File: config.mk
export PLATFORM = sky130hd
export DESIGN_NAME = usb_rx_bitstream
export DESIGN_NICKNAME = d
export VERILOG_FILES = /design/src/rtl/usb_pkg.sv /design/src/rtl/usb_nrzi_dec.sv /design/src/rtl/usb_rx_bitstream.sv
export SDC_FILE = /design/constraint.sdc
export NUM_CORES = 1
export LEC_CHECK = 0
export CAP_MARGIN = 40
export CELL_PAD_IN_SITES_DETAIL_PLACEMENT = 1
export CELL_PAD_IN_SITES_GLOBAL_PLACEMENT = 1
export CORE_MARGIN = 2
export CORE_UTILIZATION = 40
export DETAILED_ROUTE_END_ITERATION = 16
export PLACE_DENSITY_LB_ADDON = 0.1
export SLEW_MARGIN = 5
export SYNTH_ARGS = -nofsm -noshare
export SYNTH_HDL_FRONTEND = slang
export SYNTH_SLANG_ARGS = --single-unit
File: constraint.sdc
create_clock -name clk -period 1.8 [get_ports clk]
set_input_delay 0.36 -clock clk [delete_from_list [all_inputs] [get_ports clk]]
set_output_delay 0.36 -clock clk [all_outputs]
set_load 0.05 [all_outputs]
File: src/rtl/usb_pkg.sv
// Shared types and constants for the USB RX bitstream front end.
package usb_pkg;

    typedef enum logic [1:0] {LS_J, LS_K, LS_SE0, LS_SE1} line_t;

    typedef enum logic [2:0] {IDLE, SYNC, DATA, EOP1, EOP2, ERR} rx_state_t;

    localparam int SYNC_ZEROS = 7;

    function automatic line_t classify(input logic dp, input logic dm);
        case ({dp, dm})
            2'b10:   return LS_J;
            2'b01:   return LS_K;
            2'b00:   return LS_SE0;
            default: return LS_SE1;
        endcase
    endfunction

endpackage

File: src/rtl/usb_nrzi_dec.sv
// Line-state classification and NRZI decode against the previous J/K level.
module usb_nrzi_dec
    import usb_pkg::*;
(
    input  logic  clk,
    input  logic  rst_b,
    input  logic  dp,
    input  logic  dm,
    input  logic  load_j,
    input  logic  advance,
    output line_t line,
    output logic  dbit
);

    logic prev_k;

    assign line = classify(dp, dm);
    // A 1 is "no transition": only meaningful when line is J or K.
    assign dbit = ((line == LS_K) == prev_k);

    always_ff @(posedge clk or negedge rst_b) begin
        if (!rst_b) begin
            prev_k <= 1'b0;
        end else if (advance) begin
            prev_k <= (line == LS_K);
        end else if (load_j) begin
            prev_k <= 1'b0;
        end
    end

endmodule

File: src/rtl/usb_rx_bitstream.sv
// USB RX front end: SYNC strip, NRZI decode, bit unstuffing and EOP detection,
// feeding payload bits to the packet decoder.
module usb_rx_bitstream
    import usb_pkg::*;
#(
    parameter int MAX_BITS  = 99,
    parameter int STUFF_RUN = 6,
    parameter int IDLE_J    = 2
) (
    input  logic clk,
    input  logic rst_b,
    input  logic sample_en,
    input  logic dp,
    input  logic dm,
    input  logic rx_ready_in,
    output logic bit_out,
    output logic bit_out_avail,
    output logic pkt_done,
    output logic rx_err,
    output logic rx_active
);

    localparam int JW = $clog2(IDLE_J + 1);

    rx_state_t      state, state_nxt;
    line_t          line;
    logic           dbit, is_jk, stuff_due;
    logic [2:0]     ones_cnt, zero_cnt;
    logic [6:0]     bit_cnt;
    logic [JW-1:0]  j_cnt;
    logic           fwd, drop, go_err, eop_ok;
    logic           bit_d, avail_d, done_d, err_d, active_d;

    usb_nrzi_dec u_nrzi (
        .clk     (clk),
        .rst_b   (rst_b),
        .dp      (dp),
        .dm      (dm),
        .load_j  (sample_en && state == IDLE),
        .advance (sample_en && is_jk),
        .line    (line),
        .dbit    (dbit)
    );

    assign is_jk     = (line == LS_J) || (line == LS_K);
    assign stuff_due = (ones_cnt == 3'(STUFF_RUN));

    // NOTE: sequential state uses non-blocking assignments so every register
    // samples pre-edge values regardless of process evaluation order.
    always_ff @(posedge clk or negedge rst_b) begin
        if (!rst_b) state <= IDLE;
        else        state <= state_nxt;
    end

    // NOTE: every signal gets a default at the top of the block so no path
    // leaves it unassigned, which would infer a latch.
    always_comb begin
        state_nxt = state;
        fwd       = 1'b0;
        drop      = 1'b0;
        go_err    = 1'b0;
        eop_ok    = 1'b0;
        if (sample_en) begin
            case (state)
                IDLE: if (line == LS_K) state_nxt = SYNC;
                SYNC: begin
                    if (!is_jk)    state_nxt = IDLE;
                    else if (dbit) state_nxt = (zero_cnt == 3'(SYNC_ZEROS)) ? DATA : IDLE;
                end
                DATA: begin
                    if (is_jk) begin
                        if (stuff_due) begin
                            if (dbit) go_err = 1'b1;
                            else      drop   = 1'b1;
                        end else if (bit_cnt == 7'(MAX_BITS) || !rx_ready_in) begin
                            go_err = 1'b1;
                        end else begin
                            fwd = 1'b1;
                        end
                    end else if (line == LS_SE0 && !stuff_due) begin
                        state_nxt = EOP1;
                    end else begin
                        go_err = 1'b1;
                    end
                end
                EOP1: begin
                    if (line == LS_SE0) state_nxt = EOP2;
                    else                go_err    = 1'b1;
                end
                EOP2: begin
                    if (line == LS_J) begin
                        eop_ok    = 1'b1;
                        state_nxt = IDLE;
                    end else if (line != LS_SE0) begin
                        go_err = 1'b1;
                    end
                end
                ERR: if (line == LS_J && j_cnt == JW'(IDLE_J - 1)) state_nxt = IDLE;
                default: state_nxt = IDLE;
            endcase
        end
        if (go_err) state_nxt = ERR;
    end

    // Flags are zero when sample_en is low, so pulses drop and levels hold.
    always_comb begin
        avail_d  = fwd;
        bit_d    = fwd ? dbit : bit_out;
        done_d   = go_err || eop_ok;
        err_d    = go_err;
        active_d = (state_nxt == DATA) || (state_nxt == EOP1) || (state_nxt == EOP2);
    end

    always_ff @(posedge clk or negedge rst_b) begin
        if (!rst_b) begin
            bit_out       <= 1'b0;
            bit_out_avail <= 1'b0;
            pkt_done      <= 1'b0;
            rx_err        <= 1'b0;
            rx_active     <= 1'b0;
        end else begin
            bit_out       <= bit_d;
            bit_out_avail <= avail_d;
            pkt_done      <= done_d;
            rx_err        <= err_d;
            rx_active     <= active_d;
        end
    end

    always_ff @(posedge clk or negedge rst_b) begin
        if (!rst_b) begin
            ones_cnt <= '0;
            zero_cnt <= '0;
            bit_cnt  <= '0;
            j_cnt    <= '0;
        end else if (sample_en) begin
            if (state == IDLE)
                zero_cnt <= 3'd1;
            else if (state == SYNC && is_jk && !dbit && zero_cnt != 3'(SYNC_ZEROS))
                zero_cnt <= zero_cnt + 3'd1;

            // SYNC's closing 1 is the first of the stuffing run.
            if (state == SYNC)  ones_cnt <= 3'd1;
            else if (drop)      ones_cnt <= 3'd0;
            else if (fwd)       ones_cnt <= dbit ? ones_cnt + 3'd1 : 3'd0;

            if (state == SYNC)  bit_cnt <= '0;
            else if (fwd)       bit_cnt <= bit_cnt + 7'd1;

            if (state != ERR)       j_cnt <= '0;
            else if (line == LS_J)  j_cnt <= j_cnt + JW'(1);
            else                    j_cnt <= '0;
        end
    end

endmodule
### Word-level counts from Yosys, hierarchy flattened

Index checks and enable logic that the tools add are counted.

* add/subtract/negate cells: 4
* equality and inequality tests: 20
* muxes and demuxes: 48
* reductions and logical operators: 25

Operators with widths (count)
* 3-bit two-way mux: 16
* 1-bit two-way mux: 24
* 3-bit case mux with 6 select lines: 1
* 3-bit equality test (second input constant): 5
* 7-bit two-way mux: 2
* 3-bit by 2-bit equality test with 1-bit output (second input constant): 4
* 7-bit by 1-bit adder with 7-bit output (second input constant): 1
* 7-bit equality test (second input constant): 1
* 1-bit logical AND: 7
* 3-bit by 1-bit adder with 3-bit output (second input constant): 2
* 2-bit by 1-bit equality test with 1-bit output (second input constant): 3
* 2-bit two-way mux: 3
* 3-bit != test (second input constant): 2
* 2-bit case mux with 3 select lines: 1
* 2-bit AND reduction: 3
* 2-bit nonzero test: 3
* 1-bit logical OR: 5
* 2-bit equality test (second input constant): 2
* 2-bit zero test: 2
* 3-bit by 1-bit equality test with 1-bit output (second input constant): 1
* 1-bit zero test: 3
* 3-bit zero test: 1
* 1-bit case mux with 3 select lines: 1
* 3-bit nonzero test: 1
* 3 further kinds: 3

* bits in registers: 24
* output and inout port bits: 5

### Depth between registers and ports, before layout

Gate-level depths: netlist of the first run.

* word-level depth: 13
* depth in mapped cells: 8
* mapped depth without buffers: 7

### By module

Synthesis of the first run repeated with hierarchy kept, for this count alone.

* cell total of the unflattened synthesis: 161
* area total of the unflattened synthesis: 1611.5 um^2

Modules (own cells, without submodules)
* usb_rx_bitstream: times used 1, cells each 152, area each 1517.7 um^2
* usb_nrzi_dec: times used 1, cells each 9, area each 93.8 um^2

### Worst setup path after synthesis of the first run

OpenSTA, ideal clock, no wires.

* kind: input port to flip-flop
* start point: input dp
* end point: register rx_active
* setup time: 0.084 ns
* arrival time: 1.872 ns
* data required time: 1.716 ns
* slack: -0.156 ns
* stages: 7
* path through: inv_1 ha_1 xnor2_1 nor3_1 a211o_1 a2111o_1 a21boi_0

* word-level cells in the longest chain between the ends: 13
* elaborated cells on any way between the ends: 37
* classes of those cells: eq/ne (9); mux (21); reduce/logical (7)

Ends and longest elaborated chain
* start: declaration: RTL line usb_rx_bitstream.sv:13 `input logic dp,`
* 2-bit by 1-bit equality test with 1-bit output, or another cell as far along: RTL line usb_pkg.sv:11 `case ({dp, dm})`
* 2-bit case mux with 3 select lines (*): RTL line usb_pkg.sv:11
* 2-bit by 1-bit equality test with 1-bit output: RTL line usb_nrzi_dec.sv:19, usb_rx_bitstream.sv:45, usb_rx_bitstream.sv:65
* 1-bit equality test: RTL line usb_nrzi_dec.sv:19 `assign dbit = ((line == LS_K) == prev_k);`
* 1-bit two-way mux: RTL line usb_rx_bitstream.sv:73 `if (dbit) go_err = 1'b1;`
* 1-bit two-way mux: RTL line usb_rx_bitstream.sv:72 `if (stuff_due) begin`
* 1-bit two-way mux: RTL line usb_rx_bitstream.sv:71 `if (is_jk) begin`
* 1-bit case mux with 3 select lines: RTL line usb_rx_bitstream.sv:64 `case (state)`
* 1-bit two-way mux: RTL line usb_rx_bitstream.sv:63 `if (sample_en) begin`
* 3-bit two-way mux (*): RTL line usb_rx_bitstream.sv:102 `if (go_err) state_nxt = ERR;`
* 3-bit by 2-bit equality test with 1-bit output: RTL line usb_rx_bitstream.sv:111 `active_d = (state_nxt == DATA) || (state_nxt == EOP1) || (state_nxt == EOP2);`
* 1-bit logical OR: RTL line usb_rx_bitstream.sv:111
* 1-bit logical OR (*): RTL line usb_rx_bitstream.sv:111
* named net active_d: RTL line usb_rx_bitstream.sv:32 `logic bit_d, avail_d, done_d, err_d, active_d;`
* end signal: assignment: RTL line usb_rx_bitstream.sv:126 `rx_active <= active_d;`
* end: declaration: RTL line usb_rx_bitstream.sv:20 `output logic rx_active`

Mark *: on every way through the listed nets, which the timed path passes. The rest lies on a longest branch.
A chain may end at the register's enable or synchronous reset.

### Worst setup path after layout of the first run

* start point: register bit_cnt[4]
* end point: register bit_cnt[0]

* word-level cells in the longest chain between the ends: 9

Ends and longest elaborated chain
* start: declaration: RTL line usb_rx_bitstream.sv:29 `logic [6:0] bit_cnt;`
* start signal: assignment: RTL line usb_rx_bitstream.sv:148 `else if (fwd) bit_cnt <= bit_cnt + 7'd1;`
* 7-bit equality test: RTL line usb_rx_bitstream.sv:75 `end else if (bit_cnt == 7'(MAX_BITS) || !rx_ready_in) begin`
* 1-bit logical OR: RTL line usb_rx_bitstream.sv:75
* 1-bit two-way mux: RTL line usb_rx_bitstream.sv:75
* 1-bit two-way mux: RTL line usb_rx_bitstream.sv:72
* 1-bit two-way mux: RTL line usb_rx_bitstream.sv:71
* 1-bit two-way mux: RTL line usb_rx_bitstream.sv:64
* 1-bit two-way mux: RTL line usb_rx_bitstream.sv:63
* named net avail_d: RTL line usb_rx_bitstream.sv:32
* 2-bit nonzero test (no source line)
* 2-bit AND reduction (no source line)

The timed path passes the listed nets, and every way through them passes these cells.

==> qor.csv, run 1 <==
metric;value;unit
first drt pass iteration count;4;
Total Wirelength;5.70;mm
clk_lat worst skew;330;ps
I/O Buffers;10;
H-tree levels;1;
Via Count;1562;
Synth area leaders;dfrtp_1 (42%), ha_1 (7.8%), nand2_1 (4.7%);
Die Height;64;um
Post-DP HPWL;2.97;mm
Slowest-stage cell, CP;or4b_4;
synthesized area;0.00144;mm^2
asr flop ratio synth;1.00;
CTS Buf Count;3;
RSZ-0062 raised after global routing;yes;
clock skew;5.56;ps
max incr delay on CP;560;ps
PD cells;994;mW/mm^2
largest net degree at the start of global routing;25;
clk slew on worst S/H paths;150;ps
initial antenna violation count;0;
status;complete, but fails checks;
diode count;0;
gpl congestion;0.880;
Synth Flop Type;dfrtp_1;
area share of the largest cell type after synthesis;0.417;
Leak;1.00;nW
Startpoint Class;flop;
Post-Syn Instances;158;
Tmin final;1970;ps
Worst slew margin;0.678;
WP data required;2040;ps
# setup viols final;17;
reg2reg end;bit_cnt[0];
first-pass GRT wire length;8.96;mm
vias per inst;6.08;
die area;0.00410;mm^2
Power, Total;2.20;mW
placed cell areas;0.00183;mm^2
Yosys cell types;42;
global route total overflow;0;
overall routing resource usage;0.287;
Yosys top cell by area;dfrtp_1;
Max Cap Viol;0;
failing checks;negative setup slack;
Core ar.;0.00339;mm^2
Post-synth EDFFs;0;
r2r startpoint;bit_cnt[4];
R2R setup slack;-170;ps
fmax;508;MHz
DRT iter0 DRCs;117;
Warnings, synthesis;0;
R2R depth;6;
layout cells sized above 1;0.460;
post-synthesis register bit count;24;
sequential fraction of the synthesis area;0.417;
Top Layer Used;met4;
initial core utilization;0.425;
clk buf depth;2;
design area;0.00221;mm^2
routed wl met3;213;um
io pins;11;
Max VDD drop;574;uV
Tcrit/Tclk final;1.09;
Die Span X;64;um
Met1 Wirelength;2.43;mm
Nets;227;
Tightest Hold Check Type;input port to async pin;
Final Hold Viols;0;
Critical Path Sink Type;flop;
row cnt;21;
critical path, cell by cell;or4b_4 > o21ai_0 > nor2_2 > buf_4 > xnor2_1 > nor2_1;
# DRC;0;
measured slew at the worst slew-check pin;478;ps
post-route ant nets;0;
metal2 WL;2.90;mm
Synth Net Count;173;
clk sink count;24;
Final Max Tran Viols;0;
Setup WS post-layout;-168;ps
Root Buffer;clkbuf_4;
Worst Path Max Fanout;4;
pre-CTS WS;-677;ps
vias in the first global route;1717;
Mean Syn Cell Area;9.11;um^2
drt wl/cell;22.2;um
CTS tree;built;
area delta synth->final;53.7;%
critical path arrival;2210;ps
Setup CP Type;flop to flop;
-- logic make-up (layout without fill, tap and decap cells) --
group	count (synthesis)	in the layout	share of synthesized area
compound gates	39	39	0.180
xor+xnor	3	3	0.0182
fa+ha+maj	9	9	0.0782
buf+inv	16	69	0.0434
flops	24	24	0.417
mux	2	2	0.0182
simple gates	65	65	0.245
-- per-stage QoR --
stage | utilization | hold WS [ps] | TNS [ps] | std cells
2_1_floorplan | - | 64.4 | -115 | 158
3_3_place_gp | 0.540 | 473 | -8640 | 242
3_5_place_dp | 0.540 | 482 | -10520 | 242
4_1_cts | 0.614 | 385 | -672 | 253
5_1_grt | 0.653 | 408 | -2690 | 257
6_report | 0.653 | 372 | -1860 | 257
-- final cells by class --
class                           count  area, um^2
Clock inverter                      1        30.0
Fill cell                         366        1180
Sequential cell                    24         604
Tap cell                           46        57.6
Timing Repair Buffer               55         437
Inverter                           10        37.5
Clock buffer                        3        22.5
Multi-Input combinational cell    118        1020
-- synth_stat cells (all sizes together), types with 2 or more instances --
cell type / instances
o22ai: 2
nor3b: 2
buf: 2
ha: 9
clkbuf: 4
nor4bb: 2
xnor2: 3
dfrtp: 24
o21ai: 10
inv: 10
a32oi: 2
nand3b: 2
nor3: 4
nand3: 7
nand4: 5
and2: 4
a31o: 2
nand2b: 3
a21oi: 11
nor2: 8
nand2: 18
o31ai: 2
a211oi: 2
nor2b: 3
mux2: 2
-- sequential cells by signal, summed over array words and instances, names as in the netlist --
register / cells
bit_cnt: 7
bit_out: 1
bit_out_avail: 1
j_cnt: 2
ones_cnt: 3
pkt_done: 1
rx_active: 1
rx_err: 1
state: 3
u_nrzi.prev_k: 1
zero_cnt: 3
-- layout by cell type (no fill, tap or decap), types with 4 or more instances in the layout --
master / count
o21ai_2: 4
nand2_1: 16
nand3_1: 7
buf_4: 46
buf_6: 4
nor2_1: 5
dfrtp_1: 21
o21ai_0: 4
ha_1: 7
a21oi_1: 7
inv_1: 9
nand4_1: 5
-- report_power, final --
group | total, mW | leakage, nW | internal, mW | switching, mW
clock | 0.416 | 0.0279 | 0.225 | 0.190
sequential | 0.742 | 0.312 | 0.649 | 0.0922
combinational | 1.04 | 0.662 | 0.481 | 0.561
total | 2.20 | 1.00 | 1.36 | 0.844
-- timing repair --
item	in CTS	in global routing
hold buffers	0	0
gates cloned	0	0
resized for setup	34	30
pin swaps	21	7
endpoints found under the setup margin	20	20
setup buffers	7	5
-- worst max-delay path by stage --
stage                           from           to  cells past startpoint
after floorplan           bit_cnt[3]  ones_cnt[1]                      5
after global placement     sample_en    rx_active                      8
after detailed placement          dm    rx_active                      8
after CTS                 bit_cnt[4]  ones_cnt[0]                      6
after global routing      bit_cnt[4]   bit_cnt[0]                      6
final                     bit_cnt[4]   bit_cnt[0]                      6
-- layer usage --
metal,vias up,track usage
met5,-,0
met4,0,0.122
met3,17,0.0352
met2,62,0.521
met1,804,0.338
li1,679,-
-- critical path: cells and delay by family (launching register included) --
| kind | cells | cell delay, ps |
|---|---|---|
| buffers and inverters | 1 | 180 |
| AND/OR/NAND/NOR | 3 | 740 |
| flip-flops | 1 | 410 |
| AO/OA/AOI/OAI | 1 | 420 |
| XOR/XNOR | 1 | 130 |
(Power assumes the default switching activity.)
==> inputs of run 2 (changes only) <==
- ABC_AREA: unset -> 0
- MAX_ROUTING_LAYER: unset -> met4
==> run 2 against run 1 <==
The flow still finishes with violations (negative setup slack); non-clock buffer count grew 1; clock skew grew 5.0 ps; clock-buffer cell count is the same; cell count grew 0.39%; global-route usage grew 0.76 points; final area grew 0.11%; via count shrank 0.70%; critical path depth is the same; setup slack gained 11 ps; critical path type unchanged.
==> qor.csv, run 2 (synthesis gave the netlist of run 1 again) <==
metric;value;unit;change
Comb power frac;0.475;;about the same
clk slew on worst S/H paths;150;ps;about the same
Via Count;1551;;-0.70%
Tcrit/Tclk final;1.09;;-0.00633
largest net degree at the start of global routing;25;;unchanged
diode count;0;;unchanged
Slowest-stage cell, CP;or4b_4;;
row cnt;21;;unchanged
Max VDD drop;470;uV;-18%
clock skew;10.6;ps;+5.04 ps
# fillers;371;;+1.4%
failing checks;negative setup slack;;
Int Pwr;1.36;mW;about the same
post-route ant nets;0;;unchanged
fmax;511;MHz;+0.58%
Tightest Hold Check Type;input port to async pin;;
# setup viols final;16;;-1
Power, Total;2.21;mW;+0.61%
io pins;11;;unchanged
Core ar.;0.00339;mm^2;unchanged
sw power;0.856;mW;+1.5%
Worst Path Max Fanout;5;;+1
Clock Power Share;0.188;;about the same
DRT iter0 DRCs;95;;-19%
Die Height;64;um;unchanged
critical path arrival;2200;ps;about the same
# DRC;0;;unchanged
H-tree levels;1;;unchanged
overall routing resource usage;0.295;;+0.00758
max incr delay on CP;560;ps;about the same
clk sink count;24;;unchanged
Nets;228;;+0.44%
pre-CTS WS;-677;ps;unchanged
gpl congestion;0.895;;+1.7%
Critical Path Sink Type;flop;;
clk buf depth;2;;unchanged
PD cells;999;mW/mm^2;+0.50%
Root Buffer;clkbuf_4;;
initial antenna violation count;0;;unchanged
Post-DP HPWL;2.97;mm;unchanged
CTS Buf Count;3;;unchanged
max reg flops;7;;unchanged
global route total overflow;0;;unchanged
CTS tree;built;;
met1 usage;0.339;;+0.00112
first-pass GRT wire length;8.94;mm;-0.23%
measured slew at the worst slew-check pin;416;ps;-62.3 ps
clk_lat worst skew;340;ps;about the same
critical path, cell by cell;or4b_4 > o21a_4 > buf_4 > a21oi_4 > a32oi_4 > a21boi_2;;
most common cell after layout, fill and taps aside;buf_4;;
Flop pwr share;0.337;;about the same
commonest cells after routing, fill and taps aside;buf_4 (47), dfrtp_1 (21), nand2_1 (16);;
Setup CP Type;flop to flop;;
first drt pass iteration count;4;;unchanged
met2 GRT Util;0.518;;-0.00260
drt wl/cell;23.0;um;+3.8%
Startpoint Class;flop;;
RSZ-0062 raised after global routing;yes;;
initial core utilization;0.425;;unchanged
Tmin final;1960;ps;-11.4 ps
Storage cell area;604;um^2;unchanged
met3 Usage GRT;0.0352;;unchanged
die area;0.00410;mm^2;unchanged
Worst slew margin;0.720;;+0.0420
status;complete, but fails checks;;
WP data required;2040;ps;about the same
vias in the first global route;1715;;-0.12%
Final Max Tran Viols;0;;unchanged
Leak;0.998;nW;-0.46%
hold slack;369;ps;-2.88 ps
Final Util;0.654;;+0.000739
Setup WS post-layout;-156;ps;+11.4 ps
Total Wirelength;5.94;mm;+4.2%
Max Cap Viol;0;;unchanged
layer with the highest usage;met2;;
Die Span X;64;um;unchanged
Most flops, register;bit_cnt;;
I/O Buffers;10;;unchanged
Final Hold Viols;0;;unchanged
placed cell areas;0.00183;mm^2;unchanged
design area;0.00222;mm^2;+0.11%
footprint of the multi-input gates;0.00102;mm^2;-0.49%
Sw Share;0.387;;+0.00328
layout cells sized above 1;0.462;;+0.00255
area delta synth->final;53.9;%;
vias per inst;6.01;;-1.1%
run 2: path summary, 6_finish.rpt:
check                                 start       endpoint  slack [ps]  cells past startpoint
worst max-delay path             bit_cnt[4]      rx_active        -160                      6
worst min-delay path                  rst_b         rx_err         370                      2
worst max register to register   bit_cnt[4]      rx_active        -160                      6
worst min register to register  zero_cnt[0]    zero_cnt[0]         500                      1
max in group asynchronous             rst_b       state[0]        1160                      2
min in group clk                         dm  u_nrzi.prev_k         500                      4
run 2: through the flow:
| step | instances | setup TNS (ps) |
|---|---|---|
| 5_1_grt | 258 | -2520 |
| 6_report | 258 | -1800 |
| 2_1_floorplan | 158 | -115 |
| 3_3_place_gp | 242 | -8640 |
| 4_1_cts | 253 | -672 |
| 3_5_place_dp | 242 | -10520 |
run 2: final cells by class:
| class | count | area share |
|---|---|---|
| multi-input cells | 118 | 0.460 |
| flip-flops and latches | 24 | 0.273 |
| repair buffers | 56 | 0.200 |
| well taps | 46 | 0.0260 |
| inverters | 10 | 0.0169 |
| clock inverters | 1 | 0.0136 |
| clock buffers | 3 | 0.0102 |
run 2: critical path: cells and delay by family, from the launching register on:
family | cells | cell delay [ps]
AO/OA/AOI/OAI | 4 | 740
AND/OR/NAND/NOR | 1 | 560
buffers and inverters | 1 | 150
flip-flops | 1 | 410
run 2: layer usage:
metal,vias up,part of all wire
met2,62,0.51
li1,678,-
met3,16,0.054
met5,-,0
met1,795,0.40
met4,0,0.034
run 2: timing repair:
item,4_1_cts,5_1_grt
endpoints found under the setup margin,20,20
pin swaps,21,6
setup buffers,7,5
gates resized for setup,34,29
hold buffers,0,0
run 2: power groups by stage:
stage | clock (mW) | combinational (mW) | sequential, mW
2_1_floorplan | 0 | 0.388 | 0.795
3_3_place_gp | 0 | 0.728 | 0.722
3_5_place_dp | 0 | 0.772 | 0.731
5_1_grt | 0.441 | 1.11 | 0.754
6_report | 0.417 | 1.05 | 0.746
4_1_cts | 0.415 | 0.917 | 0.737
==> inputs of run 3 (changes only) <==
- CORE_UTILIZATION: 40 -> 44
- PLACE_DENSITY_LB_ADDON: 0.1 -> 0.05
- clock period: 1.8 -> 2 ns (I/O delays scaled with it)
==> run 3 against run 2 <==
The flow now finishes without violations; cell count shrank 5.4%; core utilization shrank 2.5 points; final area shrank 13%; die area shrank 8.5%; setup slack gained 200 ps; clock-buffer cell count grew 1; sequential share of layout area grew 3.8 points; clock skew shrank 6.1 ps; via count shrank 11%; non-clock buffer count shrank 12; power shrank 27%; global-route usage shrank 5.3 points; critical endpoint is now ones_cnt[1]; largest power group unchanged.
==> qor.csv, run 3 (synthesis gave the netlist of run 1 again) <==
metric;value;unit;change
CTS Buf Count;3;;unchanged
sw power;0.609;mW;-29%
Tmin final;1950;ps;-4.95 ps
H-tree levels;1;;unchanged
commonest cells after routing, fill and taps aside;buf_4 (34), dfrtp_1 (24), nand2_1 (18);;
Final Max Tran Viols;0;;unchanged
r2r startpoint;bit_cnt[3];;
DRT iter0 DRCs;53;;-44%
reg2reg end;ones_cnt[1];;
Die Span X;61.2;um;-4.4%
R2R setup slack;50;ps;+200 ps
drt wl/cell;16.5;um;-28%
Root Buffer;clkbuf_4;;
# setup viols final;0;;-16
hold_buf cts;0;;unchanged
total negative slack;0;ps;+1800 ps
overall routing resource usage;0.241;;-0.0534
Max Cap Viol;0;;unchanged
RSZ-0062 raised after global routing;yes;;
CP Depth;5;;-1
Total Wirelength;4.03;mm;-32%
first-pass GRT wire length;6.48;mm;-28%
Final Hold Viols;0;;unchanged
critical path arrival;2160;ps;-40 ps
io pins;11;;unchanged
Die Height;61.2;um;-4.4%
Most flops, register;bit_cnt;;
Setup crit end;ones_cnt[1];;
Critical Path Sink Type;flop;;
die area;0.00375;mm^2;-8.5%
Comb power frac;0.430;;-0.045
clk sink count;24;;unchanged
postcts setup bufs;0;;-7
Flop pwr share;0.410;;+0.073
# DRC;0;;unchanged
placed insts;240;;-0.83%
layout cells sized above 1;0.285;;-0.177
R2R depth;5;;-1
Finished Layout Cells;244;;-5.4%
Tcrit/Tclk final;0.976;;-0.111
fmax;513;MHz;+0.25%
Clock Power Share;0.160;;-0.028
hold slack;420;ps;+51.4 ps
row cnt;20;;-4.8%
CTS tree;built;;
Buf/Inv on CP;0;;-1
WP data required;2210;ps;+170 ps
Max VDD drop;396;uV;-16%
gpl congestion;0.823;;-8.0%
Startpoint Class;flop;;
critical path, cell by cell;or4b_1 > o21a_2 > a211oi_2 > nor2_2 > mux2_4;;
initial antenna violation count;0;;unchanged
Slowest-stage cell, CP;or4b_1;;
Sw Share;0.376;;-0.0110
clk_lat worst skew;310;ps;-30 ps
area delta synth->final;34.3;%;
Setup CP Type;flop to flop;;
clk slew on worst S/H paths;140;ps;about the same
Int Pwr;1.01;mW;-25%
PD cells;838;mW/mm^2;-16%
measured slew at the worst slew-check pin;499;ps;+83.0 ps
I/O Buffers;10;;unchanged
Via Count;1386;;-11%
status;complete, no violations;;
vias per inst;5.68;;-5.5%
largest net degree at the start of global routing;25;;unchanged
max reg flops;7;;unchanged
first drt pass iteration count;4;;unchanged
CP top delay family;simple AND/OR/NAND/NOR gates;;
Tightest Hold Check Type;input port to async pin;;
Worst slew margin;0.666;;-0.0534
initial core utilization;0.468;;+0.0430
Leak;0.879;nW;-12%
clk buf depth;2;;unchanged
design area;0.00193;mm^2;-13%
Post-DP HPWL;2.97;mm;about the same
vias in the first global route;1384;;-19%
# fillers;355;;-4.3%
Nets;216;;-5.3%
Core ar.;0.00308;mm^2;-9.2%
clock skew;4.46;ps;-6.14 ps
Final Util;0.628;;-0.0253
beginning of the critical path;bit_cnt[3];;
max incr delay on CP;540;ps;-20 ps
most common cell after layout, fill and taps aside;buf_4;;
global route total overflow;0;;unchanged
Worst Path Max Fanout;5;;unchanged
post-route ant nets;0;;unchanged
placed cell areas;0.00183;mm^2;-0.34%
diode count;0;;unchanged
run 3: changes by cell type in the layout (fill, tap and decap cells not counted), moves of 3 or more:
cell and delta:
a21oi_1 +3, buf_4 -13, buf_6 -4, clkdlybuf4s50_1 +6
dfrtp_1 +3, dfrtp_2 -3, o21ai_0 +4, o21ai_2 -4
run 3: what timing repair did:
item / in CTS / in global routing
gates resized for setup: 14 / 5
endpoints found under the setup margin: 12 / 8
pin swaps: 3 / 1
run 3: worst min path at each step:
stage | endpoint | slack, ps | depth (start not counted)
2_1_floorplan | bit_cnt[0] | 100 | 0
4_1_cts | j_cnt[0] | 430 | 2
3_5_place_dp | zero_cnt[0] | 490 | 1
5_1_grt | j_cnt[0] | 450 | 2
3_3_place_gp | zero_cnt[0] | 470 | 1
6_report | j_cnt[0] | 420 | 2
run 3: layout make-up:
class / instances / area, um^2 / share of cell area
Clock buffer: 4 / 36.3 / 0.0188
Inverter: 10 / 37.5 / 0.0194
Multi-Input combinational cell: 118 / 852 / 0.440
Sequential cell: 24 / 601 / 0.310
Tap cell: 44 / 55.1 / 0.0285
Timing Repair Buffer: 44 / 353 / 0.182
run 3: metal layers:
layer / vias up / global-route usage / wire length [um]
met3: 8 / 0.0252 / 98
met5: - / - / 0
met4: 0 / 0.0466 / 40
met2: 31 / 0.435 / 2120
li1: 655 / - / -
met1: 692 / 0.292 / 1770
run 3: through the flow:
step	setup slack, ps	total power [mW]
after CTS	7.06	1.61
after global placement	-439	1.27
final	48.8	1.62
after global routing	-7.11	1.71
after floorplan	4.34	1.06
after detailed placement	-574	1.32
run 3: power groups by stage:
stage | Combinational, mW | Sequential (mW) | Clock, mW
6_report | 0.697 | 0.665 | 0.259
5_1_grt | 0.754 | 0.678 | 0.277
4_1_cts | 0.690 | 0.656 | 0.266
3_5_place_dp | 0.656 | 0.666 | 0
3_3_place_gp | 0.621 | 0.654 | 0
2_1_floorplan | 0.343 | 0.712 | 0
==> variant 1: new RTL, config.mk and constraints of run 1 <==
Reset style: synchronous (`rst_b`), changed in 4 clocked blocks.
--- a/src/rtl/usb_nrzi_dec.sv
+++ b/src/rtl/usb_nrzi_dec.sv
@@ -19,5 +19,5 @@
     assign dbit = ((line == LS_K) == prev_k);
 
-    always_ff @(posedge clk or negedge rst_b) begin
+    always_ff @(posedge clk) begin
         if (!rst_b) begin
             prev_k <= 1'b0;
--- a/src/rtl/usb_rx_bitstream.sv
+++ b/src/rtl/usb_rx_bitstream.sv
@@ -48,5 +48,5 @@
     // NOTE: sequential state uses non-blocking assignments so every register
     // samples pre-edge values regardless of process evaluation order.
-    always_ff @(posedge clk or negedge rst_b) begin
+    always_ff @(posedge clk) begin
         if (!rst_b) state <= IDLE;
         else        state <= state_nxt;
@@ -112,5 +112,5 @@
     end
 
-    always_ff @(posedge clk or negedge rst_b) begin
+    always_ff @(posedge clk) begin
         if (!rst_b) begin
             bit_out       <= 1'b0;
@@ -128,5 +128,5 @@
     end
 
-    always_ff @(posedge clk or negedge rst_b) begin
+    always_ff @(posedge clk) begin
         if (!rst_b) begin
             ones_cnt <= '0;
Function: differs if rst_b is asserted again (counterexample within 10 cycles, from zero or initial values and one cycle with rst_b low); with rst_b held inactive, the same outputs for 10 cycles.
==> variant 1 against run 1 <==
Hold slack better by 0.085 ns; routed wire length down 29%; area after synthesis is 5.6% lower; worst setup slack improved by 0.20 ns; first-iteration DRC count decreased by 81%; sequential share of layout area is 1.3 points lower; cell area decreased by 14%; sequential cell count is the same; critical endpoint is now pkt_done$_SDFF_PN0_.
Power is not compared: it rests on default switching activity, and its combinational part moved more than twofold at a synthesized area within 25%.
==> variant 1: results (changes against run 1) <==
timing:
  slew_headroom_pct: 61.0  # was 67.8%
  hold_ws_ns: 0.457  # was 0.372 ns
drt:
  m1WireLength_mm: 1.64  # was 2.43 mm
  dr_wl_met3_um: 83  # was 213 um
  wl_per_cell_um: 16.7  # was 22.2 um
  routed_wirelength_mm: 4.04  # was 5.70 mm
  vias: 1302  # was 1,562
  wl_met2_mm: 2.23  # was 2.90 mm
layout:
  buffers_excl_clock: 46  # was 55
  buf_share_pct: 19.2  # was 19.7%
  multi_input_cells: 114  # was 118
  register_area_um2: 494  # was 604 um^2
  fillers: 387  # was 366
  seq_cell_count: 24  # unchanged
  nets: 212  # was 227
  n_all_inverters: 8  # was 10
  syn_to_final_growth_pct: 39.7  # was 53.7%
  clkCellAreaFrac_pct: 2.77  # was 2.37%
  multi_input_area_um2: 900  # was 1020 um^2
  diodes: 0  # unchanged
  layout-drive-gt1-share_pct: 38.3  # was 46.0%
worst_setup_path:
  r2r_end: "pkt_done$_SDFF_PN0_"  # was bit_cnt[0]$_DFFE_PN0P_
  crit_fanout: 6  # was 4
  slowest_stage: "dfxtp_4"  # was or4b_4
  reg2reg_depth: 7  # was 6
  critPathMaxStageDelay_ns: 0.39  # was 0.56 ns
  ff2ff_setup_slack_ns: 0.04  # was -0.17 ns
  path_depth: 7  # was 6
  crit_arrival_ns: 1.99  # was 2.21 ns
  cp_top_family: "compound AO/OA/AOI/OAI gates"  # was simple AND/OR/NAND/NOR gates
  crit_type: "reg -> reg"  # unchanged
  r2r_start: "bit_cnt[1]$_SDFFE_PN0P_"  # was bit_cnt[4]$_DFFE_PN0P_
placement:
  gp_congestion: 0.826  # was 0.880
  post_dp_cell_area_um2: 1710  # was 1830 um^2
  dp_hpwl_mm: 2.89  # was 2.97 mm
  dp_cells: 234  # was 242
  pre_cts_ws_ns: -0.722  # was -0.677 ns
global_routing:
  grt_pass1_vias: 1433  # was 1,717
  grt_use_met3_pct: 2.17  # was 3.52%
  grt_pass1_wl_mm: 6.85  # was 8.96 mm
  grt.met1_usage_pct: 26.2  # was 33.8%
  grt_max_degree: 15  # was 25
  grt_usage_pct: 22.4  # was 28.7%
  grt.met2_usage_pct: 41.3  # was 52.1%
floorplanning:
  die_w_um: 62.3  # was 64 um
synth:
  synth_cells: 151  # was 158
  yosysSeqAreaShare_pct: 35.3  # was 41.7%
  synthArstFlopShare_pct: 0  # was 100%
  ys.flop_type: "dfxtp_1"  # was dfrtp_1
  ys_types: 44  # was 42
  yosys-top-cells-count: "dfxtp_1 (24), nor2_1 (18), a21oi_1 (12), nand2_1 (12), ha_1 (9)"  # was dfrtp_1 (24), nand2_1 (18), a21oi_1 (11)
  synth_area_leaders: "dfxtp_1 (35%), ha_1 (8.3%), nor2_1 (5.0%)"  # was dfrtp_1 (42%), ha_1 (7.8%), nand2_1 (4.7%)
hold_path:
  hold_class: "reg -> reg"  # was in -> async
run_status:
  status: "finished clean"  # was complete, but fails checks
[variant 1: cell count changes in the layout (fill, tap and decap cells not counted), sizes merged, moves of 3 or more]
cell | before | now
dfrtp | 24 | 0
nand2 | 18 | 12
o21ai | 10 | 5
nor2 | 8 | 18
buf | 50 | 38
dlygate4sd2 | 1 | 4
mux2i | 0 | 3
xor2 | 0 | 6
dfxtp | 0 | 24
nand3 | 7 | 4
nand4 | 5 | 2
[variant 1: what timing repair did]
action	in CTS	in global routing
gates cloned	0	0
pin swaps	8	6
resized for setup	26	19
setup buffers	2	2
setup endpoints to repair	23	10
[variant 1: how the worst max path moves through the flow]
stage | start | to | slack [ns]
after floorplan | dp | pkt_done$_SDFF_PN0_ | 0.03
after global placement | dm | pkt_done$_SDFF_PN0_ | -0.59
after detailed placement | dm | pkt_done$_SDFF_PN0_ | -0.72
after CTS | bit_cnt[1]$_SDFFE_PN0P_ | pkt_done$_SDFF_PN0_ | 0.01
after global routing | ones_cnt[0]$_SDFFE_PN0P_ | pkt_done$_SDFF_PN0_ | -0.02
final | bit_cnt[1]$_SDFFE_PN0P_ | pkt_done$_SDFF_PN0_ | 0.04
[variant 1: kinds of logic (layout without fill, tap and decap cells)]
logic type	count (synthesis)	in the layout	share of synthesized area [%]
XOR/XNOR	7	7	4.51
AO/OA/AOI/OAI	34	34	17.5
AND/OR/NAND/NOR	61	61	26.7
multiplexers	3	3	2.21
adder cells (fa/ha/maj)	9	9	8.28
flip-flops	24	24	35.3
buffers and inverters	13	58	5.52
[variant 1: report_power, final]
group          internal (mW)  leakage (nW)  switching (mW)
Sequential             0.534         0.198         0.00548
Combinational         0.0789         0.541          0.0836
Clock                  0.225        0.0279           0.181
==> variant 2: new RTL, flow settings as in run 1 <==
Made on the original files. Set the parameter `IDLE_J` to 4 (it was 2).
--- a/src/rtl/usb_rx_bitstream.sv
+++ b/src/rtl/usb_rx_bitstream.sv
@@ -6,5 +6,5 @@
     parameter int MAX_BITS  = 99,
     parameter int STUFF_RUN = 6,
-    parameter int IDLE_J    = 2
+    parameter int IDLE_J    = 4
 ) (
     input  logic clk,
Check against the original RTL: same outputs for any inputs over 10 cycles, from zero or initial values and one cycle with rst_b low; that may be too few to reach the edited logic, so the function may still have changed.
==> variant 2 against run 1 <==
Worst setup slack improved by 0.20 ns; clock skew decreased by 0.0034 ns; sequential cell count increased by 1; routed wire length decreased by 34%; critical endpoint is now state[2]$_DFF_PN0_; area after synthesis increased by 1.4%; cell area decreased by 9.8%.
Power is not compared: it rests on default switching activity, and its combinational part moved more than twofold at a synthesized area within 25%.
==> variant 2: results (changes against run 1) <==
clock_tree:
  ctsHoldBuffers: 0  # unchanged
  clk_pin_slew_ns: 0.14
  cts-htree-levels: 1  # unchanged
  numCtsBuffers: 3  # unchanged
  clock_path_buffers: 2  # unchanged
  cts_tree: "done"  # unchanged
  root_buffer: "clkbuf_4"  # unchanged
layout:
  top_register: "bit_cnt"  # unchanged
  layout-drive-gt1-share_pct: 40.3  # was 46.0%
  fillers: 384  # was 366
  largest_reg_flops: 7  # unchanged
  instances_no_fill: 237  # was 257
  diodes: 0  # unchanged
  nets: 208  # was 227
drt:
  routed_wirelength_mm: 3.76  # was 5.70 mm
  vias: 1247  # was 1,562
  drtIter0Drc: 31  # was 117
worst_setup_path:
  cp_top_family: "simple AND/OR/NAND/NOR gates"  # unchanged
  critPathMaxStageDelay_ns: 0.42  # was 0.56 ns
  crit_arrival_ns: 1.97  # was 2.21 ns
  crit_fanout: 4  # unchanged
  crit_start: "ones_cnt[1]$_DFFE_PN0P_"  # was bit_cnt[4]$_DFFE_PN0P_
  r2r_end: "state[2]$_DFF_PN0_"  # was bit_cnt[0]$_DFFE_PN0P_
  slowest_stage: "dfrtp_1"  # was or4b_4
global_routing:
  grt_max_degree: 26  # was 25
  grt.met2_usage_pct: 36.1  # was 52.1%
  grt_pass1_vias: 1404  # was 1,717
  antenna_found_initial: 0  # unchanged
  gr-total-overflow: 0  # unchanged
  grt_usage_pct: 20.3  # was 28.7%
  grt_pass1_wl_mm: 6.47  # was 8.96 mm
  grt.met1_usage_pct: 24.0  # was 33.8%
  grt_use_met3_pct: 2.43  # was 3.52%
timing:
  hold_violations: 0  # unchanged
  tightest_slew_ns: 0.332  # was 0.478 ns
  fin_skew_ns: 0.00220  # was 0.00556 ns
  setup_ws_ns: 0.0370  # was -0.168 ns
synth:
  yosys-top-cells-count: "dfrtp_1 (25), nor2_1 (13), ha_1 (10), inv_1 (10), o21ai_0 (10)"  # was dfrtp_1 (24), nand2_1 (18), a21oi_1 (11)
  ys.flop_type: "dfrtp_1"  # unchanged
  syn_avg_cell_area_um2: 10.1  # was 9.11 um^2
  yosysSeqAreaShare_pct: 42.8  # was 41.7%
  synth_area_leaders: "dfrtp_1 (43%), ha_1 (8.6%), mux2_2 (3.9%)"  # was dfrtp_1 (42%), ha_1 (7.8%), nand2_1 (4.7%)
  ys_types: 41  # was 42
  synth_nets: 160  # was 173
  ys_warn_count: 0  # unchanged
floorplanning:
  die_w_um: 64.4  # was 64 um
power:
  switching_share_pct: 32.0
  leakage_nw: 0.923
  max-vdd-ir-drop_mv: 0.565
placement:
  pre_cts_ws_ns: -0.605  # was -0.677 ns
  dp_hpwl_mm: 2.86  # was 2.97 mm
  gp_congestion: 0.793  # was 0.880
  dp_cells: 226  # was 242
  post_dp_cell_area_um2: 1830  # about the same
hold_path:
  hold_class: "in -> async"  # unchanged
run_status:
  status: "finished clean"  # was complete, but fails checks
[variant 2: changes by cell type in the layout (fill, tap and decap cells not counted), moves of 3 or more]
cell,delta
buf_6,-3
nand3_1,-5
a21oi_1,-4
xor2_1,+4
buf_4,-5
nand2b_1,+4
o21ai_0,+5
nand2_1,-9
dfrtp_1,+3
nor2_1,+7
[variant 2: power groups by stage]
| stage | combinational (mW) | sequential [mW] | clock [mW] |
|---|---|---|---|
| floorplan | 0.225 | 0.668 | 0 |
| global placement | 0.383 | 0.657 | 0 |
| detailed placement | 0.418 | 0.665 | 0 |
| CTS | 0.448 | 0.655 | 0.275 |
| global route | 0.502 | 0.664 | 0.302 |
| finish | 0.455 | 0.657 | 0.271 |
[variant 2: final cells by class]
type | count | area share, %
multi-input combinational | 105 | 44.3
sequential | 25 | 31.4
timing repair buffer | 47 | 18.2
tap | 46 | 2.88
inverter | 10 | 1.88
clock buffer | 4 | 1.32
[variant 2: per-layer routing]
metal	vias up	share of wire (%)
met2	18	53
met1	619	43
met5	-	0
met3	9	2.0
met4	0	2.4
li1	601	-
[variant 2: timing repair]
item	in CTS	in global routing
resized for setup	16	9
setup endpoints to repair	16	12
setup buffers	1	6
pin swaps	5	11
[variant 2: worst min path at each step]
stage,to,slack (ns),cells after the start
global route,bit_cnt[2]$_DFFE_PN0P_,0.41,2
floorplan,bit_cnt[0]$_DFFE_PN0P_,0.06,0
finish,j_cnt[2]$_DFFE_PN0P_,0.37,2
CTS,j_cnt[2]$_DFFE_PN0P_,0.39,2
global placement,j_cnt[0]$_DFFE_PN0P_,0.47,1
detailed placement,j_cnt[0]$_DFFE_PN0P_,0.48,1
[variant 2: cell families (layout without fill, tap and decap cells)]
| logic type | Yosys count | in the layout | share of synthesized area (%) |
|---|---|---|---|
| fa+ha+maj | 10 | 10 | 8.57 |
| flops | 25 | 25 | 42.8 |
| compound gates | 30 | 30 | 14.2 |
| mux | 8 | 8 | 5.91 |
| buf+inv | 14 | 61 | 4.11 |
| xor+xnor | 6 | 6 | 3.60 |
| simple gates | 51 | 51 | 20.7 |
[variant 2: metrics by stage]
| step | TNS (ns) | total power, mW | util [%] |
|---|---|---|---|
| finish | 0 | 1.38 | 58.4 |
| global route | -0.156 | 1.47 | 58.4 |
| CTS | 0 | 1.38 | 56.5 |
| detailed placement | -9.47 | 1.08 | 53.7 |
| global placement | -8.29 | 1.04 | 53.7 |
| floorplan | -0.0750 | 0.893 | - |
